**src/rtl/score_pkg.sv**
```systemverilog
// Shared types and constants for the score keeper: FSM states, winner codes
// and BCD widths used by the tally counters.
package score_pkg;

  localparam int BCD_DIGIT_W = 4;
  localparam int BCD2_W      = 2 * BCD_DIGIT_W;

  typedef enum logic [1:0] {
    IDLE     = 2'd0,
    PLAYING  = 2'd1,
    HOLDOFF  = 2'd2,
    FINISHED = 2'd3
  } state_t;

  typedef enum logic [1:0] {
    W_NONE = 2'b00,
    W_T1   = 2'b01,
    W_T2   = 2'b10,
    W_DRAW = 2'b11
  } winner_t;

  // Packed BCD orders the same way as binary, so a plain compare is enough.
  function automatic winner_t decide_winner(input logic [BCD2_W-1:0] g1,
                                            input logic [BCD2_W-1:0] g2);
    if (g1 > g2)      return W_T1;
    else if (g2 > g1) return W_T2;
    else              return W_DRAW;
  endfunction

endpackage

```
**src/rtl/bcd2_sat_counter.sv**
```systemverilog
// Two-digit BCD up-counter with synchronous reset that holds at a
// saturation value instead of wrapping.
module bcd2_sat_counter
  import score_pkg::*;
#(
  parameter logic [BCD2_W-1:0] SAT_VALUE = 8'h99
) (
  input  logic              clk,
  input  logic              rst,
  input  logic              inc,
  output logic [BCD2_W-1:0] count
);

  logic [BCD_DIGIT_W-1:0] lo;
  logic [BCD_DIGIT_W-1:0] hi;
  logic                   at_limit;

  assign lo = count[BCD_DIGIT_W-1:0];
  assign hi = count[BCD2_W-1:BCD_DIGIT_W];
  // 99 is also a hard stop so a non-99 saturation value can never wrap the high digit.
  assign at_limit = (count == SAT_VALUE) || (count == 8'h99);

  always_ff @(posedge clk) begin
    if (rst) begin
      count <= '0;
    end else if (inc && !at_limit) begin
      if (lo == BCD_DIGIT_W'(9)) begin
        count <= {hi + BCD_DIGIT_W'(1), BCD_DIGIT_W'(0)};
      end else begin
        count <= {hi, lo + BCD_DIGIT_W'(1)};
      end
    end
  end

endmodule

```
**src/rtl/score_keeper.sv**
```systemverilog
// Goal tally keeper downstream of game_controller: edge-detects goal levels,
// applies a post-goal hold-off, keeps BCD tallies and latches the winner.
module score_keeper
  import score_pkg::*;
#(
  parameter int unsigned       HOLDOFF_CYCLES = 50000000,
  parameter logic [BCD2_W-1:0] MAX_GOALS_BCD  = 8'h99
) (
  input  logic              clk,
  input  logic              rst,
  input  logic              team1_score,
  input  logic              team2_score,
  input  logic              game_on,
  input  logic [7:0]        time_left,
  output logic [BCD2_W-1:0] team1_goals,
  output logic [BCD2_W-1:0] team2_goals,
  output logic [1:0]        goal_pulse,
  output logic              holdoff,
  output logic              finished,
  output logic [1:0]        winner,
  output state_t            dbg_state
);

  localparam int              CNT_W    = $clog2(HOLDOFF_CYCLES + 1);
  localparam logic [CNT_W-1:0] CNT_LOAD = CNT_W'(HOLDOFF_CYCLES - 1);

  state_t           state;
  state_t           next_state;
  logic             prev1;
  logic             prev2;
  logic             rise1;
  logic             rise2;
  logic             time_up;
  logic [CNT_W-1:0] cnt;
  logic [1:0]       accept;
  winner_t          winner_q;

  assign rise1     = team1_score & ~prev1;
  assign rise2     = team2_score & ~prev2;
  assign time_up   = (time_left == 8'd0);
  assign dbg_state = state;
  assign winner    = winner_q;

  always_ff @(posedge clk) begin
    if (rst) begin
      state <= IDLE;
    end else begin
      state <= next_state;
    end
  end

  always_comb begin
    next_state = state;
    case (state)
      IDLE: begin
        if (time_up)      next_state = FINISHED;
        else if (game_on) next_state = PLAYING;
      end
      PLAYING: begin
        if (time_up)            next_state = FINISHED;
        else if (rise1 | rise2) next_state = HOLDOFF;
      end
      HOLDOFF: begin
        if (time_up)          next_state = FINISHED;
        else if (cnt == '0)   next_state = PLAYING;
      end
      FINISHED: next_state = FINISHED;
      default:  next_state = IDLE;
    endcase
  end

  // Time running out in the same cycle as a goal wins: the goal is dropped.
  always_comb begin
    accept   = 2'b00;
    holdoff  = 1'b0;
    finished = 1'b0;
    case (state)
      PLAYING:  accept   = time_up ? 2'b00 : {rise2, rise1};
      HOLDOFF:  holdoff  = 1'b1;
      FINISHED: finished = 1'b1;
      default:  ;
    endcase
  end

  // Edge registers reset high so a goal level already present at release is not a rise.
  always_ff @(posedge clk) begin
    if (rst) begin
      prev1      <= 1'b1;
      prev2      <= 1'b1;
      cnt        <= '0;
      goal_pulse <= 2'b00;
      winner_q   <= W_NONE;
    end else begin
      prev1      <= team1_score;
      prev2      <= team2_score;
      goal_pulse <= accept;
      if (state == PLAYING && next_state == HOLDOFF) begin
        cnt <= CNT_LOAD;
      end else if (state == HOLDOFF && cnt != '0) begin
        cnt <= cnt - CNT_W'(1);
      end
      if (next_state == FINISHED && state != FINISHED) begin
        winner_q <= decide_winner(team1_goals, team2_goals);
      end
    end
  end

  bcd2_sat_counter #(.SAT_VALUE(MAX_GOALS_BCD)) u_team1_cnt (
    .clk   (clk),
    .rst   (rst),
    .inc   (accept[0]),
    .count (team1_goals)
  );

  bcd2_sat_counter #(.SAT_VALUE(MAX_GOALS_BCD)) u_team2_cnt (
    .clk   (clk),
    .rst   (rst),
    .inc   (accept[1]),
    .count (team2_goals)
  );

endmodule

```
**config.mk**
```make
export PLATFORM = sky130hd
export DESIGN_NAME = score_keeper
export DESIGN_NICKNAME = d
export VERILOG_FILES = /design/src/rtl/score_pkg.sv /design/src/rtl/bcd2_sat_counter.sv /design/src/rtl/score_keeper.sv
export SDC_FILE = /design/constraint.sdc
export NUM_CORES = 1
export LEC_CHECK = 0
export CAP_MARGIN = 20
export CORE_MARGIN = 4
export CORE_UTILIZATION = 55
export CTS_CLUSTER_SIZE = 40
export DETAILED_ROUTE_END_ITERATION = 6
export GPL_ROUTABILITY_DRIVEN = 0
export PLACE_DENSITY = 0.86
export SYNTH_ARGS = -nofsm -noshare
export SYNTH_HDL_FRONTEND = slang
export SYNTH_HIERARCHICAL = 1
export SYNTH_SLANG_ARGS = --single-unit
```
**constraint.sdc**
```tcl
create_clock -name clk -period 2.2 [get_ports clk]
set_input_delay 0.44 -clock clk [delete_from_list [all_inputs] [get_ports clk]]
set_output_delay 0.44 -clock clk [all_outputs]
set_load 0.02 [all_outputs]
```
==> results.cfg <==
[logic_synthesis]
avgSynthCellArea_um2 = 8.98
ys_types = 55
synth_edf_count = 0
synth_top_area_cell = dfxtp_1
yosys-top-cells-count = dfxtp_1 (50), a21oi_1 (22), nor2_1 (21), inv_1 (14), o21ai_0 (14)
synth_top_area_share_pct = 37.0
syn_nets = 327
synth_warnings = 6
ys_ff_latch = 50
yosysMostFrequentCell = dfxtp_1
ys.flop_type = dfxtp_1
syn_area_mm2 = 0.00270
yosysSeqAreaShare_pct = 37.0
yosys-top-cells-area = dfxtp_1 (37%), ha_1 (6.0%), a21oi_1 (4.1%)
synth_async_sr_flop_share_pct = 0
synth_cells = 301

[die]
die_h_um = 78.1
rows = 25
io_pins = 37
start_util_pct = 56.9
core_mm2 = 0.00475
die_x_um = 78.1
dieArea_mm2 = 0.00610

[global_route]
grt_overflow = 0
grt_pass1_vias = 2352
grt_usage_pct = 20.7
antenna_found_initial = 0
grt_pass1_wl_um = 10300
grt_max_degree = 42

[layout]
layout-drive-gt1-share_pct = 14.5
fin_nets = 376
nFillCells = 373
antennaDiodeCount = 0
synthToLayoutAreaGrowth_pct = 24.7
stdcell_count = 418

[clock_tree]
path_clk_slew_ns = 0.09
postCtsHoldBufs = 0
cts_sinks = 50
numCtsBuffers = 5
clock_latency_ns = 0.31
cts_setup_buffers = 0
cts-htree-levels = 2
cts_resized = 0
ctsRootBufferMaster = clkbuf_8
clockBufferDepth = 2
cts_tree = built

[placement]
dp.cells = 410
dp_hpwl_um = 4250
portBuffers = 36

[timing]
min_period_ns = 2.17
whs_ns = 0.502
fmax_mhz = 462
finalSetupViolations = 0
skew_ns = 0.0114
hold_violations = 0
fin_crit_sh_pct = 98.4
setup-tns-final_ns = 0
drv_slew = 0
tightest_slew_ns = 0.499
relSlewSlack_pct = 66.6
rsz0062_at_grt = yes

[routing]
drtIter0Drc = 89
drc_errors = 0
vias_per_cell = 5.75
vias = 2405
ant_nets = 0
firstDrtPassIters = 5
wl_per_cell_um = 14.4
drt_wl_total_um = 6010

[pwr]
leakagePower_uw = 0.00122
power_density_mw_per_mm2 = 632
ir_worst_vdd_v = 0.000477

[setup_path]
critical_path_arrival_ns = 2.35
required_ns = 2.39
critPathCaptureType = register
path_max_fanout = 3
cp-start-kind = input pin
crit_type = in2reg

[status]
status = finished, final reports clean

[hold_path]
hp-class = reg2reg

[job]
drv_cap = 0
## path summary, 6_finish.rpt
path	end	cells after the start	slack, ns	start
max reg2reg	cnt[21]	7	0.15	cnt[0]
min reg2reg	cnt[10]	2	0.50	cnt[10]
min	cnt[10]	2	0.50	cnt[10]
max	cnt[4]	7	0.03	time_left[5]
## through the flow
stage	instance area (um2)	util [%]	total power (uW)	setup WS, ns
floorplan	2700	-	1240	0.0594
global placement	3210	67.6	1340	-0.232
detailed placement	3210	67.6	1350	-0.300
CTS	3360	70.6	2140	0.0302
global route	3370	70.9	2230	-0.00929
finish	3370	70.9	2130	0.0346
## logic make-up after synthesis
family | share of synthesized area (%)
buffers and inverters | 3.84
flip-flops | 37.0
adder cells (fa/ha/maj) | 6.02
multiplexers | 1.16
AND/OR/NAND/NOR | 26.5
AO/OA/AOI/OAI | 21.3
XOR/XNOR | 4.21
## layer usage
| metal | vias to the layer above | share of wire, % | GRT usage (%) |
|---|---|---|---|
| li1 | 1218 | - | - |
| met1 | 1123 | 43 | 22.6 |
| met2 | 54 | 51 | 38.5 |
| met3 | 10 | 3.9 | 5.16 |
| met4 | 0 | 1.8 | 7.52 |
| met5 | - | 0 | 0 |
## final cells by class
| class | instances | area [um2] | area share (%) |
|---|---|---|---|
| multi-input cells | 229 | 1610 | 47.9 |
| clock buffers | 6 | 82.6 | 2.45 |
| repair buffers | 50 | 478 | 14.2 |
| inverters | 14 | 52.6 | 1.56 |
| clock inverters | 2 | 60.1 | 1.78 |
| flip-flops and latches | 50 | 1000 | 29.7 |
| well taps | 67 | 83.8 | 2.49 |
## cell usage in the layout, fill, tap and decap left out, drive strengths merged, types with 4 or more instances in the layout
cell	instances
clkdlybuf4s50	36
o31ai	7
nand4	7
xor2	8
nand2	11
nor2b	7
inv	14
nor2	23
nor4	6
or2	6
nand3b	4
a211oi	8
clkbuf	6
a21oi	22
ha	13
buf	14
dfxtp	50
o21ai	14
nand2b	5
or3	12
nor3	7
a311oi	4
and2	6
nand3	4
a31oi	10
and3	4
xnor2	5
or4	7
## flip-flops by register name (all words and copies together), names as in the netlist
register	count
prev1	1
goal_pulse	2
u_team2_cnt/count	8
winner	2
dbg_state	2
u_team1_cnt/count	8
prev2	1
cnt	26
## power breakdown
part           switching, uW  total, uW  internal [uW]
clock                    308        793            485
combinational            208        362            154
sequential              38.1        977            939
total                    554       2130           1580
## worst max-delay path, cell delays in order
cell             delay (ns)
clkdlybuf4s50_1        0.39
or4_1                  0.57
or2_2                  0.36
buf_4                  0.15
and3_1                 0.16
a211oi_1               0.21
a311oi_1               0.07
No activity file was read; power rests on OpenSTA's default activity.
